[src/rtl/readout_pkg.sv]
// Shared types and helpers for the multi-region readout controller.
package readout_pkg;

  typedef enum logic [2:0] {
    ST_IDLE,
    ST_SELECT,
    ST_HDR,
    ST_RD_ISSUE,
    ST_RD_WAIT,
    ST_SEND,
    ST_TRAILER,
    ST_DONE
  } state_t;

  localparam logic [7:0] SYNC_BYTE_DEF = 8'hA5;
  localparam int         HDR_BYTES     = 4;
  localparam logic [7:0] CRC8_POLY     = 8'h07;

  // One byte of CRC-8, MSB first, no reflection.
  function automatic logic [7:0] crc8_step(input logic [7:0] crc, input logic [7:0] data);
    logic [7:0] c;
    c = crc ^ data;
    for (int i = 0; i < 8; i++) begin
      c = c[7] ? ((c << 1) ^ CRC8_POLY) : (c << 1);
    end
    return c;
  endfunction

endpackage

[src/rtl/readout_check.sv]
// Packet check-byte accumulator: modulo-256 sum by default, CRC-8 when
// READOUT_CRC8_EN is defined.
module readout_check
  import readout_pkg::*;
(
  input  logic       clk,
  input  logic       reset_n,
  input  logic       clear,
  input  logic       en,
  input  logic [7:0] data,
  output logic [7:0] check
);

  always_ff @(posedge clk or negedge reset_n) begin
    if (!reset_n) begin
      check <= '0;
    end else if (clear) begin
      check <= '0;
    end else if (en) begin
`ifdef READOUT_CRC8_EN
      check <= crc8_step(check, data);
`else
      check <= check + data;
`endif
    end
  end

endmodule

[src/rtl/multi_region_readout.sv]
// Streams masked memory regions as framed packets (sync, id, len16, payload,
// check byte) over a byte valid/ready stream. Trailer type set by READOUT_CRC8_EN.
module multi_region_readout
  import readout_pkg::*;
#(
  parameter int         NUM_REGIONS = 4,
  parameter int         MEMSIZE     = 2048,
  parameter int         RD_LATENCY  = 1,
  parameter logic [7:0] SYNC_BYTE   = SYNC_BYTE_DEF,
  localparam int        ADDR_W      = $clog2(MEMSIZE),
  localparam int        LEN_W       = ADDR_W + 1,
  localparam int        REG_W       = (NUM_REGIONS > 1) ? $clog2(NUM_REGIONS) : 1
) (
  input  logic                         clk,
  input  logic                         reset_n,
  input  logic                         start,
  input  logic                         abort,
  input  logic [NUM_REGIONS-1:0]       region_mask,
  input  logic [NUM_REGIONS*LEN_W-1:0] region_len,
  output logic                         rd_en,
  output logic [REG_W-1:0]             rd_region,
  output logic [ADDR_W-1:0]            rd_addr,
  input  logic [7:0]                   rd_data,
  output logic [7:0]                   tx_data,
  output logic                         tx_valid,
  input  logic                         tx_ready,
  output logic                         busy,
  output logic                         done,
  output logic [23:0]                  bytes_sent
);

  localparam logic [LEN_W-1:0] MAX_LEN = LEN_W'(MEMSIZE);

  state_t                 state_q, state_d;
  logic [NUM_REGIONS-1:0] pend;
  logic [LEN_W-1:0]       snap_len [NUM_REGIONS];
  logic [REG_W-1:0]       cur_region, sel_idx;
  logic [LEN_W-1:0]       cur_len;
  logic [15:0]            len16;
  logic [1:0]             hdr_idx, wait_cnt;
  logic                   sel_any, xfer, last, ld, ck_en;
  logic [7:0]             ld_byte, hdr_byte, check;

  function automatic logic [23:0] sat_inc(input logic [23:0] v);
    return (v == '1) ? v : v + 24'd1;
  endfunction

  function automatic logic [LEN_W-1:0] clamp_len(input logic [LEN_W-1:0] v);
    return (v > MAX_LEN) ? MAX_LEN : v;
  endfunction

  assign xfer  = tx_valid && tx_ready;
  assign rd_en = (state_q == ST_RD_ISSUE);
  assign len16 = 16'(cur_len);
  assign last  = ({1'b0, rd_addr} == (cur_len - LEN_W'(1)));

  // Lowest pending region wins.
  always_comb begin
    sel_idx = '0;
    sel_any = 1'b0;
    for (int i = NUM_REGIONS - 1; i >= 0; i--) begin
      if (pend[i]) begin
        sel_idx = REG_W'(i);
        sel_any = 1'b1;
      end
    end
  end

  always_comb begin
    case (hdr_idx)
      2'd0:    hdr_byte = SYNC_BYTE;
      2'd1:    hdr_byte = 8'(cur_region);
      2'd2:    hdr_byte = len16[7:0];
      default: hdr_byte = len16[15:8];
    endcase
  end

  // Byte loads into the output register; the sync byte is not checksummed.
  always_comb begin
    ld      = 1'b0;
    ld_byte = '0;
    ck_en   = 1'b0;
    case (state_q)
      ST_HDR: if (!tx_valid) begin
        ld      = 1'b1;
        ld_byte = hdr_byte;
        ck_en   = (hdr_idx != 2'd0);
      end
      ST_RD_ISSUE: if (RD_LATENCY == 0) begin
        ld      = 1'b1;
        ld_byte = rd_data;
        ck_en   = 1'b1;
      end
      ST_RD_WAIT: if (wait_cnt == 2'(RD_LATENCY)) begin
        ld      = 1'b1;
        ld_byte = rd_data;
        ck_en   = 1'b1;
      end
      ST_TRAILER: if (!tx_valid) begin
        ld      = 1'b1;
        ld_byte = check;
      end
      default: ;
    endcase
  end

  always_comb begin
    state_d = state_q;
    if (abort && state_q != ST_IDLE) begin
      state_d = ST_IDLE;
    end else begin
      case (state_q)
        ST_IDLE:     if (start && !abort && |region_mask) state_d = ST_SELECT;
        ST_SELECT:   state_d = sel_any ? ST_HDR : ST_DONE;
        ST_HDR:      if (xfer && hdr_idx == 2'(HDR_BYTES - 1))
                       state_d = (cur_len == '0) ? ST_TRAILER : ST_RD_ISSUE;
        ST_RD_ISSUE: state_d = (RD_LATENCY == 0) ? ST_SEND : ST_RD_WAIT;
        ST_RD_WAIT:  if (ld) state_d = ST_SEND;
        ST_SEND:     if (xfer) state_d = last ? ST_TRAILER : ST_RD_ISSUE;
        ST_TRAILER:  if (xfer) state_d = ST_SELECT;
        ST_DONE:     state_d = ST_IDLE;
        default:     state_d = ST_IDLE;
      endcase
    end
  end

  always_ff @(posedge clk or negedge reset_n) begin
    if (!reset_n) state_q <= ST_IDLE;
    else          state_q <= state_d;
  end

  always_ff @(posedge clk or negedge reset_n) begin
    if (!reset_n) begin
      pend       <= '0;
      cur_region <= '0;
      cur_len    <= '0;
      hdr_idx    <= '0;
      wait_cnt   <= '0;
      rd_region  <= '0;
      rd_addr    <= '0;
      tx_data    <= '0;
      tx_valid   <= 1'b0;
      busy       <= 1'b0;
      done       <= 1'b0;
      bytes_sent <= '0;
      for (int i = 0; i < NUM_REGIONS; i++) snap_len[i] <= '0;
    end else begin
      done <= 1'b0;
      // A transfer still counts on the cycle an abort arrives.
      if (xfer) bytes_sent <= sat_inc(bytes_sent);
      if (abort && state_q != ST_IDLE) begin
        tx_valid <= 1'b0;
        busy     <= 1'b0;
      end else begin
        if (ld) begin
          tx_data  <= ld_byte;
          tx_valid <= 1'b1;
        end else if (xfer) begin
          tx_valid <= 1'b0;
        end
        if (xfer && state_q == ST_HDR) hdr_idx <= hdr_idx + 2'd1;
        case (state_q)
          ST_IDLE: if (start && !abort) begin
            if (|region_mask) begin
              pend       <= region_mask;
              bytes_sent <= '0;
              busy       <= 1'b1;
              for (int i = 0; i < NUM_REGIONS; i++)
                snap_len[i] <= clamp_len(region_len[i*LEN_W +: LEN_W]);
            end else begin
              done <= 1'b1;
            end
          end
          ST_SELECT: if (sel_any) begin
            cur_region <= sel_idx;
            cur_len    <= snap_len[sel_idx];
            hdr_idx    <= '0;
          end else begin
            busy <= 1'b0;
            done <= 1'b1;
          end
          ST_HDR: if (xfer && hdr_idx == 2'(HDR_BYTES - 1) && cur_len != '0) begin
            rd_addr   <= '0;
            rd_region <= cur_region;
          end
          ST_RD_ISSUE: wait_cnt <= 2'd1;
          ST_RD_WAIT:  if (!ld) wait_cnt <= wait_cnt + 2'd1;
          ST_SEND:     if (xfer && !last) rd_addr <= rd_addr + ADDR_W'(1);
          ST_TRAILER:  if (xfer) pend[cur_region] <= 1'b0;
          default: ;
        endcase
      end
    end
  end

  readout_check u_check (
    .clk     (clk),
    .reset_n (reset_n),
    .clear   (state_q == ST_SELECT),
    .en      (ck_en),
    .data    (ld_byte),
    .check   (check)
  );

endmodule
[config.mk]
export PLATFORM = sky130hd
export DESIGN_NAME = multi_region_readout
export DESIGN_NICKNAME = d
export VERILOG_FILES = /design/src/rtl/readout_pkg.sv /design/src/rtl/readout_check.sv /design/src/rtl/multi_region_readout.sv
export SDC_FILE = /design/constraint.sdc
export NUM_CORES = 1
export LEC_CHECK = 0
export CELL_PAD_IN_SITES_DETAIL_PLACEMENT = 0
export CELL_PAD_IN_SITES_GLOBAL_PLACEMENT = 1
export CORE_ASPECT_RATIO = 1.75
export CORE_MARGIN = 10
export CORE_UTILIZATION = 40
export CTS_CLUSTER_SIZE = 8
export DETAILED_ROUTE_END_ITERATION = 7
export PLACE_DENSITY = 0.79
export SYNTH_ARGS = -nofsm -noshare
export SYNTH_HDL_FRONTEND = slang
export SYNTH_SLANG_ARGS = --single-unit
[constraint.sdc]
create_clock -name clk -period 3.3 [get_ports clk]
set_input_delay 0.33 -clock clk [delete_from_list [all_inputs] [get_ports clk]]
set_output_delay 0.33 -clock clk [all_outputs]
set_load 0.02 [all_outputs]
==> results.json <==
{
  "area_growth_pct": 29.7,
  "arrival_ns": 3.36,
  "synth_edf_count": 0,
  "max_clock_freq_mhz": 327,
  "async_flop_share": 1.00,
  "drive_gt1_frac": 0.100,
  "timing.final.max_slew_violations": 0,
  "dp_cells": 1126,
  "worst_setup_path_end_kind": "flip-flop",
  "peakVddDrop_v": 0.000304,
  "cp_max_fo": 4,
  "fill_cells": 1688,
  "crit_slowest_cell": "dfrtp_1",
  "die_y_um": 195,
  "rsz0062_at_grt": "false",
  "wl_per_cell_um": 17.3,
  "maxSlewHeadroom": 0.374,
  "io_buffers": 113,
  "critPathLaunchType": "flip-flop",
  "cts_root_buf": "clkbuf_16",
  "status": "finished, final reports clean",
  "netlist_area_um2": 7030,
  "p_leak_nw": 3.99,
  "nNetsFinal": 997,
  "path_depth": 16,
  "drc": 0,
  "ys_ff_latch": 129,
  "cp.required_ns": 3.60,
  "cts_tree": "yes",
  "final_hold_viol_count": 0,
  "syn_nets": 874,
  "core_um2": 17400,
  "htreeDepth": 4,
  "wirelength_um": 20100,
  "grt_usage": 0.172,
  "dr.pass1.iters": 5,
  "overflow": 0,
  "power.total_mw": 7.11,
  "hpwl_um": 15000,
  "cap_violations": 0,
  "crit_chain": "inv_1 -> ha_1 -> a22oi_2 -> nor2_1 -> a21oi_2 -> o21ai_0 -> a22o_1 -> ha_1 -> a21o_1 -> a21oi_2 -> nor2b_1 -> o21a_1 -> o41ai_2 -> xor2_1 -> nand2_1 -> mux2i_1",
  "path_buf_inv": 1,
  "setup_violations": 0,
  "clk_pin_slew_ns": 0.06,
  "grt_antenna_before_repair": 0,
  "critPathKind": "flip-flop to flip-flop",
  "p_per_area_nw_per_um2": 780,
  "max_slew.worst_pin.slew_ns": 0.933,
  "cts_sinks": 129,
  "die_w_um": 120,
  "syn-instance-count": 793,
  "mostFrequentLayoutCell": "nand2_1",
  "min_period_ns": 3.06,
  "synth.distinct_cells": 61,
  "seq_area_frac_synth": 0.459,
  "crit_family": "compound AO/OA/AOI/OAI gates",
  "ys.flop_type": "dfrtp_1",
  "insertion_delay_ns": 0.42,
  "yosysWarningCount": 0,
  "vias": 6190,
  "mostFrequentLayoutCells": "nand2_1 (144), dfrtp_1 (129), clkdlybuf4s50_1 (112), nor2_1 (85), o21ai_0 (55)",
  "drtAntennaViolNets": 0,
  "cts_buffers": 17,
  "hp-class": "flip-flop to flip-flop",
  "instances_no_fill": 1160,
  "via_per_inst": 5.34,
  "die_area_um2": 23500,
  "rows": 64,
  "pin_count": 114,
  "clk_path_buf_depth": 2,
  "slowest_delay_ns": 0.40,
  "hold_depth": 2,
  "syn_area_per_cell_um2": 8.86,
  "diodes": 0,
  "initial_core_util": 0.405,
  "fin_tns_setup_ns": 0,
  "grt_pass1_vias": 6416,
  "grt_max_degree": 57,
  "grt_first_pass_wirelength_um": 32600,
  "post-route-util": 0.525,
  "fin_crit_sh": 0.928,
  "finClkSkew_ns": 0.0113,
  "worstRegToRegCells": 16,
  "drt_iter0_markers": 278,
  "gp_congestion": 0.844
}
layout make-up:
cell class	count	area [um2]	area share
clock buffers	18	439	0.0482
clock inverters	14	129	0.0141
repair buffers	141	1370	0.150
inverters	13	48.8	0.00535
multi-input cells	614	3620	0.397
flip-flops and latches	129	3230	0.354
well taps	231	289	0.0317
stage by stage:
step | cell area [um2] | setup WS (ns) | hold slack [ns]
6_report | 9120 | 0.238 | 0.468
4_1_cts | 9070 | 0.104 | 0.470
2_1_floorplan | 7030 | 0.275 | 0.0344
3_3_place_gp | 8490 | 0.180 | 0.445
5_1_grt | 9120 | 0.0123 | 0.494
3_5_place_dp | 8490 | 0.115 | 0.443
Yosys cell counts, types with 6 or more instances:
cell type | count | area (um2)
nor4_1 | 14 | 87.6
xnor2_1 | 12 | 105
or3_2 | 6 | 45.0
clkbuf_1 | 28 | 105
a22o_1 | 33 | 289
mux2_2 | 7 | 78.8
nor2_1 | 85 | 319
xor2_1 | 22 | 193
ha_1 | 15 | 188
o21ai_1 | 8 | 40.0
o21ai_0 | 55 | 275
a21oi_1 | 34 | 170
or3_1 | 10 | 62.6
and3_1 | 6 | 37.5
nand2_1 | 144 | 541
nand3_1 | 38 | 190
nor3_1 | 15 | 75.1
inv_1 | 12 | 45.0
nand3b_1 | 16 | 120
nand4_1 | 11 | 68.8
dfrtp_1 | 129 | 3230
o31ai_1 | 6 | 45.0
logic make-up (layout without fill, tap and decap cells):
logic type                 Yosys count  after routing  synth area share
AOI/OAI and AO/OA                  175            175             0.164
xor gates and xnor gates            34             34            0.0424
adders and majority gates           16             16            0.0295
buffers and inverters               50            186            0.0315
DFF                                129            129             0.459
muxes                               11             11            0.0169
and+or+nand+nor                    378            378             0.257
per-layer routing:
layer  vias to the layer above  routed length, um  global-route usage
met1                      2976               7790               0.179
met5                         -                  0                   0
li1                       3073                  -                   -
met2                       118              11100               0.321
met4                         0                374              0.0664
met3                        23                770              0.0393
power breakdown:
part           internal (mW)  switching [mW]
Sequential              2.07           0.448
Combinational           1.15            1.61
Clock                   1.07           0.765
registers in the layout (all words and copies together) (netlist names):
signal,count
cur_region,2
tx_valid,1
done,1
state_q,3
hdr_idx,2
snap_len,48
rd_addr,11
pend,4
busy,1
wait_cnt,2
cur_len,12
u_check.check,8
rd_region,2
tx_data,8
bytes_sent,24
path summary, 6_finish.rpt:
path / startpoint / endpoint / slack, ns
min in group asynchronous: reset_n / snap_len[42]$_DFFE_PN0P_ / 0.51
setup / recovery: hdr_idx[1]$_DFFE_PN0N_ / u_check.check[7]$_DFFE_PN0P_ / 0.24
setup reg to reg: hdr_idx[1]$_DFFE_PN0N_ / u_check.check[7]$_DFFE_PN0P_ / 0.24
hold / removal: snap_len[32]$_DFFE_PN0P_ / snap_len[32]$_DFFE_PN0P_ / 0.47
max in group asynchronous: reset_n / bytes_sent[17]$_DFF_PN0_ / 1.96
hold reg to reg: snap_len[32]$_DFFE_PN0P_ / snap_len[32]$_DFFE_PN0P_ / 0.47
worst min-delay path, stage by stage (launching register included):
cell and delay (ns):
dfrtp_1 0.34, nand2_1 0.05, nand2_1 0.04
timing repair:
action | CTS | global route
endpoints found under the hold margin | 2 | 0
hold buffers | 1 | 0
setup endpoints to repair | 0 | 2
setup buffers | 0 | 1
gates resized for setup | 0 | 7
No activity file was read; power rests on OpenSTA's default activity.
